**src/rtl/syscall_unit.sv**
```systemverilog
// Execute-stage system-call handler: stalls the pipeline while it services print_string,
// print_int, print_char and exit, and sends bytes to the console over a valid/ready stream.
module syscall_unit #(
    parameter int unsigned MAX_STR_LEN = 256
) (
    input  logic        clk,
    input  logic        reset,
    input  logic        syscall_req,
    input  logic [31:0] sys_call_reg,
    input  logic [31:0] std_out_address,
    output logic        stall,
    output logic [31:0] mem_addr,
    output logic        mem_rd,
    input  logic [7:0]  mem_rdata,
    output logic [7:0]  char_out,
    output logic        char_valid,
    input  logic        char_ready,
    output logic        halted,
    output logic        err_unsupported
);

    localparam int unsigned CW = $clog2(MAX_STR_LEN + 1);

    typedef enum logic [2:0] {IDLE, STR_REQ, STR_CHK, INT_DIGIT, EMIT, DONE, HALT} state_t;
    typedef enum logic [1:0] {SVC_STR, SVC_INT, SVC_CHR} svc_t;

    state_t        state_q;
    svc_t          svc_q;
    logic [CW-1:0] count_q;
    logic [31:0]   mag_q;
    logic [3:0]    pow_q;
    logic [3:0]    digit_q;
    logic          started_q;
    logic [31:0]   mem_addr_q;
    logic          mem_rd_q;
    logic [7:0]    char_out_q;
    logic          char_valid_q;
    logic          halted_q;
    logic          err_q;

    function automatic logic [31:0] pow10(input logic [3:0] p);
        case (p)
            4'd9:    pow10 = 32'd1000000000;
            4'd8:    pow10 = 32'd100000000;
            4'd7:    pow10 = 32'd10000000;
            4'd6:    pow10 = 32'd1000000;
            4'd5:    pow10 = 32'd100000;
            4'd4:    pow10 = 32'd10000;
            4'd3:    pow10 = 32'd1000;
            4'd2:    pow10 = 32'd100;
            4'd1:    pow10 = 32'd10;
            default: pow10 = 32'd1;
        endcase
    endfunction

    always_ff @(posedge clk) begin
        if (reset) begin
            state_q      <= IDLE;
            svc_q        <= SVC_STR;
            count_q      <= '0;
            mag_q        <= '0;
            pow_q        <= '0;
            digit_q      <= '0;
            started_q    <= 1'b0;
            mem_addr_q   <= '0;
            mem_rd_q     <= 1'b0;
            char_out_q   <= '0;
            char_valid_q <= 1'b0;
            halted_q     <= 1'b0;
            err_q        <= 1'b0;
        end else begin
            mem_rd_q <= 1'b0;
            err_q    <= 1'b0;
            case (state_q)
                IDLE: if (syscall_req) begin
                    case (sys_call_reg)
                        32'd4: begin
                            svc_q      <= SVC_STR;
                            mem_addr_q <= std_out_address;
                            count_q    <= '0;
                            mem_rd_q   <= 1'b1;
                            state_q    <= STR_REQ;
                        end
                        32'd1: begin
                            svc_q     <= SVC_INT;
                            pow_q     <= 4'd9;
                            digit_q   <= '0;
                            started_q <= 1'b0;
                            if (std_out_address[31]) begin
                                mag_q        <= -std_out_address;
                                char_out_q   <= 8'h2D;
                                char_valid_q <= 1'b1;
                                state_q      <= EMIT;
                            end else begin
                                mag_q   <= std_out_address;
                                state_q <= INT_DIGIT;
                            end
                        end
                        32'd11: begin
                            svc_q        <= SVC_CHR;
                            char_out_q   <= std_out_address[7:0];
                            char_valid_q <= 1'b1;
                            state_q      <= EMIT;
                        end
                        32'd10: begin
                            halted_q <= 1'b1;
                            state_q  <= HALT;
                        end
                        default: begin
                            err_q   <= 1'b1;
                            state_q <= DONE;
                        end
                    endcase
                end
                STR_REQ: state_q <= STR_CHK;
                STR_CHK: begin
                    if (mem_rdata == '0 || count_q == CW'(MAX_STR_LEN)) begin
                        state_q <= DONE;
                    end else begin
                        char_out_q   <= mem_rdata;
                        char_valid_q <= 1'b1;
                        state_q      <= EMIT;
                    end
                end
                // Repeated subtraction builds one decimal digit per power; leading zeros are skipped.
                INT_DIGIT: begin
                    if (mag_q >= pow10(pow_q)) begin
                        mag_q   <= mag_q - pow10(pow_q);
                        digit_q <= digit_q + 4'd1;
                    end else if (digit_q != '0 || started_q || pow_q == '0) begin
                        char_out_q   <= 8'h30 + {4'h0, digit_q};
                        char_valid_q <= 1'b1;
                        started_q    <= 1'b1;
                        state_q      <= EMIT;
                    end else begin
                        pow_q <= pow_q - 4'd1;
                    end
                end
                EMIT: if (char_ready) begin
                    char_valid_q <= 1'b0;
                    case (svc_q)
                        SVC_STR: begin
                            mem_addr_q <= mem_addr_q + 32'd1;
                            count_q    <= count_q + CW'(1);
                            mem_rd_q   <= 1'b1;
                            state_q    <= STR_REQ;
                        end
                        // A transfer with no digit started yet was the '-' sign.
                        SVC_INT: begin
                            if (!started_q) begin
                                state_q <= INT_DIGIT;
                            end else if (pow_q == '0) begin
                                state_q <= DONE;
                            end else begin
                                pow_q   <= pow_q - 4'd1;
                                digit_q <= '0;
                                state_q <= INT_DIGIT;
                            end
                        end
                        default: state_q <= DONE;
                    endcase
                end
                DONE:    state_q <= IDLE;
                HALT:    state_q <= HALT;
                default: state_q <= IDLE;
            endcase
        end
    end

    assign stall           = (state_q == IDLE) ? syscall_req : (state_q != DONE);
    assign mem_addr        = mem_addr_q;
    assign mem_rd          = mem_rd_q;
    assign char_out        = char_out_q;
    assign char_valid      = char_valid_q;
    assign halted          = halted_q;
    assign err_unsupported = err_q;

endmodule

```
**config.mk**
```make
export PLATFORM = sky130hd
export DESIGN_NAME = syscall_unit
export DESIGN_NICKNAME = d
export VERILOG_FILES = /design/src/rtl/syscall_unit.sv
export SDC_FILE = /design/constraint.sdc
export NUM_CORES = 1
export LEC_CHECK = 0
export BUFFER_PORTS_ARGS = -buffer_cell sky130_fd_sc_hd__buf_4
export CORE_UTILIZATION = 50
export DETAILED_ROUTE_END_ITERATION = 12
export HOLD_SLACK_MARGIN = 0.03
export PLACE_DENSITY_LB_ADDON = 0.12
export SLEW_MARGIN = 20
export SYNTH_ARGS = -nofsm -noshare
export SYNTH_HDL_FRONTEND = slang
export SYNTH_SLANG_ARGS = --single-unit
```
**constraint.sdc**
```tcl
create_clock -name clk -period 3.5 [get_ports clk]
set_input_delay 0.35 -clock clk [delete_from_list [all_inputs] [get_ports clk]]
set_output_delay 0.35 -clock clk [all_outputs]
set_load 0.02 [all_outputs]
```
# Yosys cells after proc, flatten, opt, wreduce, memory -nomap -nowiden
# Memories as Yosys holds them, arrays and structs flattened. A register that Yosys moved wholly into a read port is not among the register bits.
# Cells that the tools add are included.
# Widths: inputs -> output; s select.
dict set report classes {
  n_eq_ne 27
  n_reduce_logical 26
  bitwise_logic 2
  n_lt_le_gt_ge 1
  add_sub_neg 7
  n_mul 0
  mux 78
  div 0
  shift 0
}
# cell n
set op_table {}
lappend op_table {{$mux 32} 13}
lappend op_table {{$pmux 32 s2} 2}
lappend op_table {{$mux 4} 19}
lappend op_table {{$eq 32x4->1 const B} 2}
lappend op_table {{$mux 8} 5}
lappend op_table {{$mux 9} 4}
lappend op_table {{$add 32x1->32 const B} 1}
lappend op_table {{$eq 32x1->1 const B} 1}
lappend op_table {{$eq 32x3->1 const B} 1}
lappend op_table {{$ge 32x32->1} 1}
lappend op_table {{$neg 32->32} 1}
lappend op_table {{$sub 32x32->32} 1}
lappend op_table {{$pmux 4 s3} 2}
lappend op_table {{$pmux 8 s3} 1}
lappend op_table {{$mux 3} 7}
lappend op_table {{$ne 2x2->1 const B} 10}
lappend op_table {{$pmux 3 s6} 1}
lappend op_table {{$pmux 9 s2} 1}
lappend op_table {{$pmux 8 s2} 1}
lappend op_table {{$reduce_and 8->1} 2}
lappend op_table {{$mux 1} 15}
lappend op_table {{$pmux 3 s4} 1}
lappend op_table {{$reduce_and 5->1} 2}
lappend op_table {{$add 9x1->9 const B} 1}
lappend op_table {{30 further kinds} 46}
dict set report word_totals {
  inputBits 76
  latch_bits 0
  romBits 960
  mem_count 2
  wordCells 156
  ram_bits 0
  output_inout_bits 45
  reg_bits 99
}
# memory depth width rd rd_ports_with_merged_regs wr line
set mem_list {}
lappend mem_list {{(name not given)} 16 30 1 1 0 42} ;# case (p)
lappend mem_list {{(name not given)} 16 30 1 1 0 42}

# Longest topological paths before layout
# Gate-level depths: netlist of the first run.
dict set report logic_depth {
  depth_word 10
  ltp_mapped 15
}

# Worst setup path before layout of the first run
# Ideal clock, no wire load.
dict set report synth_timing {
  kind {register to register}
  from {register mag_q[0]}
  to {register (tool-made name)}
  path_stages_with_launch 16
  t_arrival_ns 2.984
  slack_ns 0.394
  synth_period_minus_slack_ns 3.106
  setup_time_ns 0.122
  path_cell_list {dfxtp_1 inv_1 ha_1 fa_1 nor2b_1 o21a_1 o21bai_1 nand3_1 o211ai_2 a31o_2 and2_1 o31ai_2 inv_1 ha_1 and3_4 nand3b_1}
}
# item line
set synth_lines {}
lappend synth_lines {{start, declared} 30} ;# logic [31:0] mag_q;
lappend synth_lines {{start signal, assigned} 90} ;# mag_q <= -std_out_address;
lappend synth_lines {{start signal, assigned} 95} ;# mag_q <= std_out_address;
lappend synth_lines {{start signal, assigned} 128} ;# mag_q <= mag_q - pow10(pow_q);

==> flow_summary.json, run 1 <==
{
  "worst_slack_ps": 178.4,
  "fp.dieH_um": 131.8,
  "fmax_mhz": 301.1,
  "required_ps": 3820,
  "wl_per_cell_um": 17.44,
  "finalPower_mw": 6.864,
  "maxSlewHeadroom_pct": 55.11,
  "timing.final.max_slew_violations": 0,
  "cp.arrival_ps": 3640,
  "grt_pass1_vias": 8175,
  "path_cells": "inv_1, ha_1, fa_1, nor2b_1, o21a_1, o21bai_1, nand3_1, o211ai_2, a31o_4, and4_1, or3_1, buf_4, ha_1, a21o_1",
  "cp_slowest_cell": "fa_1",
  "vias_per_cell": 5.985,
  "timing.rr.start": "mag_q[0]",
  "critPathMostFrequentCell": "ha_1",
  "cts_root_buf": "clkbuf_16",
  "ios": 121,
  "ys_seq_area_share_pct": 28.98,
  "dr.first_iter.drc_count": 700,
  "synthArstFlopShare_pct": 0,
  "num-fill-cells": 1559,
  "clk_pin_slew_worst_paths_ps": 60,
  "synth_edf_count": 0,
  "cp_max_fo": 6,
  "grt_use_met3_pct": 5.613,
  "cts.sinks": 122,
  "wl_mm": 25.83,
  "syn-instance-count": 1139,
  "fin_crit_ps": 3322,
  "status": "finished clean",
  "gr-usage-met1_pct": 40.35,
  "path_class": "flip-flop to flip-flop",
  "drv_cap": 0,
  "cp-end-kind": "flip-flop",
  "min_path_type": "input port to flip-flop",
  "powerDensity_nw_per_um2": 670.8,
  "grtUsageMet2_pct": 48.21,
  "hold_viol": 0,
  "ff2ff_path_depth": 14,
  "final_nets": 1369,
  "vias": 8864,
  "num_rows": 47,
  "worstMarginPinSlew_ps": 667.2,
  "crit_path_start_kind": "flip-flop",
  "placeableCoreArea_um2": 16520,
  "final_common_cell": "buf_4",
  "grt_pass1_wl_mm": 42.26,
  "diodes": 0,
  "finClkSkew_ps": 7.713,
  "routabilityCongestion": 0.9222,
  "ctsHoldBuffers": 0,
  "syn2layout_area_growth_pct": 21.43,
  "ys.flop_type": "dfxtp_1",
  "final_cell_mix": "153 x buf_4, 135 x nor2_1, 122 x dfxtp_1",
  "setup_viol": 0,
  "max-vdd-ir-drop_mv": 0.3723,
  "busiest_layer": "met2",
  "clk-insertion-delay-late_ps": 420,
  "htree_levels": 4,
  "p_leak_nw": 4.151,
  "start_util_pct": 51.00,
  "hpwl_mm": 18.70,
  "syn_avg_cell_area_um2": 7.398,
  "synth_nets": 1260,
  "antenna_found_initial": 0,
  "drtPass1Iterations": 5,
  "grt_max_degree": 59,
  "reg2reg_slack_ps": 180,
  "cts-buffers-inserted": 17,
  "ant_nets": 0,
  "ys_warn_count": 0,
  "synth-seq-cells": 122,
  "netlist_area_um2": 8427,
  "synth_cell_types": 78,
  "dieArea_um2": 17380,
  "critPathLaunch": "mag_q[0]",
  "cpPeakStageDelay_ps": 400,
  "die_w_um": 131.8,
  "crit_cells": 14,
  "cts_buffer_depth": 2,
  "grt_usage_pct": 30.09,
  "finalCritPeriodShare_pct": 94.90,
  "drive_gt1_share_pct": 16.81,
  "critPathBufInv": 2,
  "drc": 0,
  "dp_slack_ps": 156.1,
  "worst_path_dominant_cell_family": "compound AO/OA/AOI/OAI gates",
  "port_buffers": 120,
  "cts_tree": "yes",
  "grt.overflow.total": 0
}
where the power goes:
part           leakage (nW)  internal, mW  total (mW)  switching (mW)
clock network         0.295          1.23        1.89           0.662
registers             0.989          1.59        1.76           0.163
logic                  2.87          1.28        3.22            1.94
total                  4.15          4.10        6.86            2.76
routing by layer:
| layer | vias to the layer above | part of all wire, % | wire length (um) |
|---|---|---|---|
| met3 | 50 | 6.1 | 1567 |
| met2 | 318 | 46 | 11920 |
| met1 | 4158 | 45 | 11670 |
| li1 | 4338 | - | - |
| met4 | 0 | 2.6 | 671 |
| met5 | - | 0 | 0 |
synthesized netlist by cell type (all sizes together), types with 8 or more instances:
master  instances  area share [%]
a31oi          13            0.97
xnor2          30             3.1
nor2          136             6.1
a21o           18             1.6
dfxtp         122              29
nand3          34             2.0
buf            17             1.3
nor2b          11            0.82
a21oi         110             6.6
and2           10            0.74
xor2           31             3.2
o31ai          15             1.4
inv            49             2.2
or3            12            0.89
o21ai          66             3.9
a311oi         12             1.2
nor4           23             1.9
a22oi           8            0.71
a211oi         24             2.2
o21a            8            0.71
clkbuf         46             2.1
ha             44             6.5
o211ai          9            0.86
nand2         119             5.3
and3           21             1.6
nand4          16             1.2
nor3           46             2.8
through the flow:
stage,instance area (um2),hold slack (ps),std cells,TNS [ps],utilization [%]
floorplan,8427,431.9,1139,0,-
global placement,9553,444.6,1447,0,57.81
detailed placement,9553,448.1,1447,0,57.81
CTS,10180,213.8,1479,0,61.62
global route,10230,238.7,1481,-0.9113,61.92
finish,10230,226.1,1481,0,61.92
kinds of logic (layout without fill, tap and decap cells):
logic type               after synthesis  in the layout  synth area share (%)
buffers and inverters                113            235                 5.583
AO/OA/AOI/OAI                        329            329                 25.18
adder cells (fa/ha/maj)               45             45                 6.771
XOR/XNOR                              61             61                 6.340
AND/OR/NAND/NOR                      464            464                 26.55
multiplexers                           5              5                0.5939
flip-flops                           122            122                 28.98
repair_timing:
action / in CTS / in global routing
gates resized for setup: 0 / 11
setup buffers: 0 / 2
hold endpoints to repair: 0 / 0
setup endpoints to repair: 0 / 31
layout make-up:
type                       instances  area [um2]  area share [%]
tap                              220       275.3           2.690
clock buffer                      21       460.4           4.500
inverter                          50       187.7           1.834
sequential                       122        2442           23.87
timing repair buffer             153        1149           11.23
clock inverter                    11       168.9           1.651
multi-input combinational        904        5549           54.23
worst min path at each step:
stage / depth (start not counted) / from / slack, ps / end
4_1_cts: 3 / std_out_address[19] / 210 / mem_addr[19]
3_3_place_gp: 2 / mag_q[2] / 440 / mag_q[2]
2_1_floorplan: 2 / mag_q[0] / 430 / mag_q[0]
6_report: 3 / std_out_address[19] / 230 / mem_addr[19]
5_1_grt: 3 / std_out_address[22] / 240 / mem_addr[22]
3_5_place_dp: 2 / char_out[0] / 450 / char_out[0]
worst register-to-register path, stage by stage, from the launching register on:
cell	delay, ps
dfxtp_1	330
inv_1	50
ha_1	210
fa_1	400
nor2b_1	130
o21a_1	180
o21bai_1	130
nand3_1	120
o211ai_2	150
a31o_4	310
and4_1	180
or3_1	390
buf_4	190
ha_1	260
a21o_1	190
Power figures use the tool's default switching activity.
==> run 2, diff against run 1 <==
--- a/config.mk
+++ b/config.mk
@@ -9,7 +9,7 @@
 export CORE_UTILIZATION = 50
 export DETAILED_ROUTE_END_ITERATION = 12
 export HOLD_SLACK_MARGIN = 0.03
-export PLACE_DENSITY_LB_ADDON = 0.12
+export PLACE_DENSITY = 0.71
 export SLEW_MARGIN = 20
 export SYNTH_ARGS = -nofsm -noshare
 export SYNTH_HDL_FRONTEND = slang
==> run 2 against run 1 <==
Effect of this change: sequential share of layout area about the same; critical path depth down 1; sequential cell count unchanged; first-iteration DRC count up 9.0%; combinational power about the same; sequential power about the same; utilization about the same; cell area about the same; setup slack worse by 3.7 ps; count of clock-buffer cells in the layout down 2; largest power group unchanged.
==> flow_summary.json, run 2 (synthesis results as in run 1) <==
{
  "cts_root_buf": "clkbuf_16",
  "cp_max_fo": 7,
  "ios": 121,
  "grt.overflow.total": 0,
  "finClkSkew_ps": 11.80,
  "min_path_type": "input port to flip-flop",
  "timing.final.max_slew_violations": 0,
  "grt_usage_pct": 29.43,
  "final_nets": 1368,
  "die_w_um": 131.8,
  "final_common_cell": "buf_4",
  "cts-buffers-inserted": 17,
  "ant_nets": 0,
  "port_buffers": 120,
  "dieArea_um2": 17380,
  "dr.first_iter.drc_count": 763,
  "finalPower_mw": 6.877,
  "crit_path_start_kind": "flip-flop",
  "drv_cap": 0,
  "drc": 0,
  "hpwl_mm": 18.50,
  "p_leak_nw": 4.158,
  "cts_buffer_depth": 2,
  "cpPeakStageDelay_ps": 460,
  "grt_pass1_wl_mm": 41.19,
  "vias": 8836,
  "grt_max_degree": 58,
  "dp.cells": 1447,
  "cts_tree": "yes",
  "whs_ps": 209.9,
  "diodes": 0,
  "fp.dieH_um": 131.8,
  "fmax_mhz": 300.7,
  "final_cell_mix": "152 x buf_4, 135 x nor2_1, 122 x dfxtp_1",
  "cp_slowest_cell": "a311o_2",
  "setup_viol": 0,
  "worstMarginPinSlew_ps": 769.6,
  "vias_per_cell": 5.970,
  "status": "finished clean",
  "cts.sinks": 122,
  "wl_mm": 25.60,
  "wl_per_cell_um": 17.30,
  "path_cells": "inv_1, ha_1, fa_1, nor2b_1, o21a_1, o21bai_1, nand3_1, o211ai_2, a31o_4, and2_2, a311o_2, nor3_2, nor2_1",
  "maxSlewHeadroom_pct": 48.69,
  "drive_gt1_share_pct": 16.83,
  "drtPass1Iterations": 5,
  "htree_levels": 4,
  "finalInstanceArea_um2": 10240,
  "ctsHoldBuffers": 0,
  "grt_pass1_vias": 8084,
  "finalCritPeriodShare_pct": 95.01,
  "powerDensity_nw_per_um2": 671.7,
  "num_rows": 47,
  "hold_viol": 0,
  "cp.arrival_ps": 3610,
  "path_class": "flip-flop to flip-flop",
  "required_ps": 3780,
  "cp-end-kind": "flip-flop",
  "routabilityCongestion": 0.9876,
  "syn2layout_area_growth_pct": 21.48,
  "clk-insertion-delay-late_ps": 430,
  "antenna_found_initial": 1,
  "placeableCoreArea_um2": 16520,
  "placed_area_um2": 9553,
  "final_cell_count_no_fill": 1480,
  "max-vdd-ir-drop_mv": 0.3740,
  "clk_pin_slew_worst_paths_ps": 60,
  "start_util_pct": 51.00,
  "fin_crit_ps": 3325
}
## run 2: final timing paths
check | cells after the start | slack, ps | startpoint | endpoint
worst max-delay path | 13 | 170 | mag_q[0] | flip-flop
worst min-delay path | 3 | 210 | std_out_address[22] | mem_addr[22]
worst max register to register | 13 | 170 | mag_q[0] | flip-flop
worst min register to register | 2 | 450 | char_out[3] | char_out[3]
## run 2: area by class of cell
cell class	count	area, um2
repair buffers	152	1141
fillers	1505	6287
inverters	50	190.2
multi-input cells	904	5554
flip-flops and latches	122	2442
clock buffers	19	442.9
clock inverters	13	191.4
well taps	220	275.3
## run 2: report_power, final
part	internal (mW)	total [mW]	switching, mW
combinational	1.29	3.19	1.90
clock	1.22	1.91	0.694
sequential	1.59	1.78	0.188
## run 2: metal layers
layer	part of all wire (%)	wire length (um)	track usage, %
met1	44	11330	37.99
met2	47	11910	48.18
met3	6.5	1656	5.459
met4	2.7	692	12.21
met5	0.039	10	0
## run 2: critical path, delay by kind of cell (launching register included)
family,cells,cell delay [ps]
simple gates,5,950
fa+ha+maj,2,640
buf+inv,1,40
compound gates,5,1210
flops,1,330
## run 2: per-stage QoR
step           setup WS (ps)  util [%]  TNS [ps]
2_1_floorplan          393.7         -         0
3_3_place_gp           198.6     57.81         0
3_5_place_dp           111.3     57.81         0
4_1_cts                37.46     61.65         0
5_1_grt               -4.076     61.95    -4.076
6_report               174.7     61.95         0
## run 2: what timing repair did
action	CTS	global route
setup endpoints to repair	0	21
buffers inserted	0	1
resized for setup	0	12
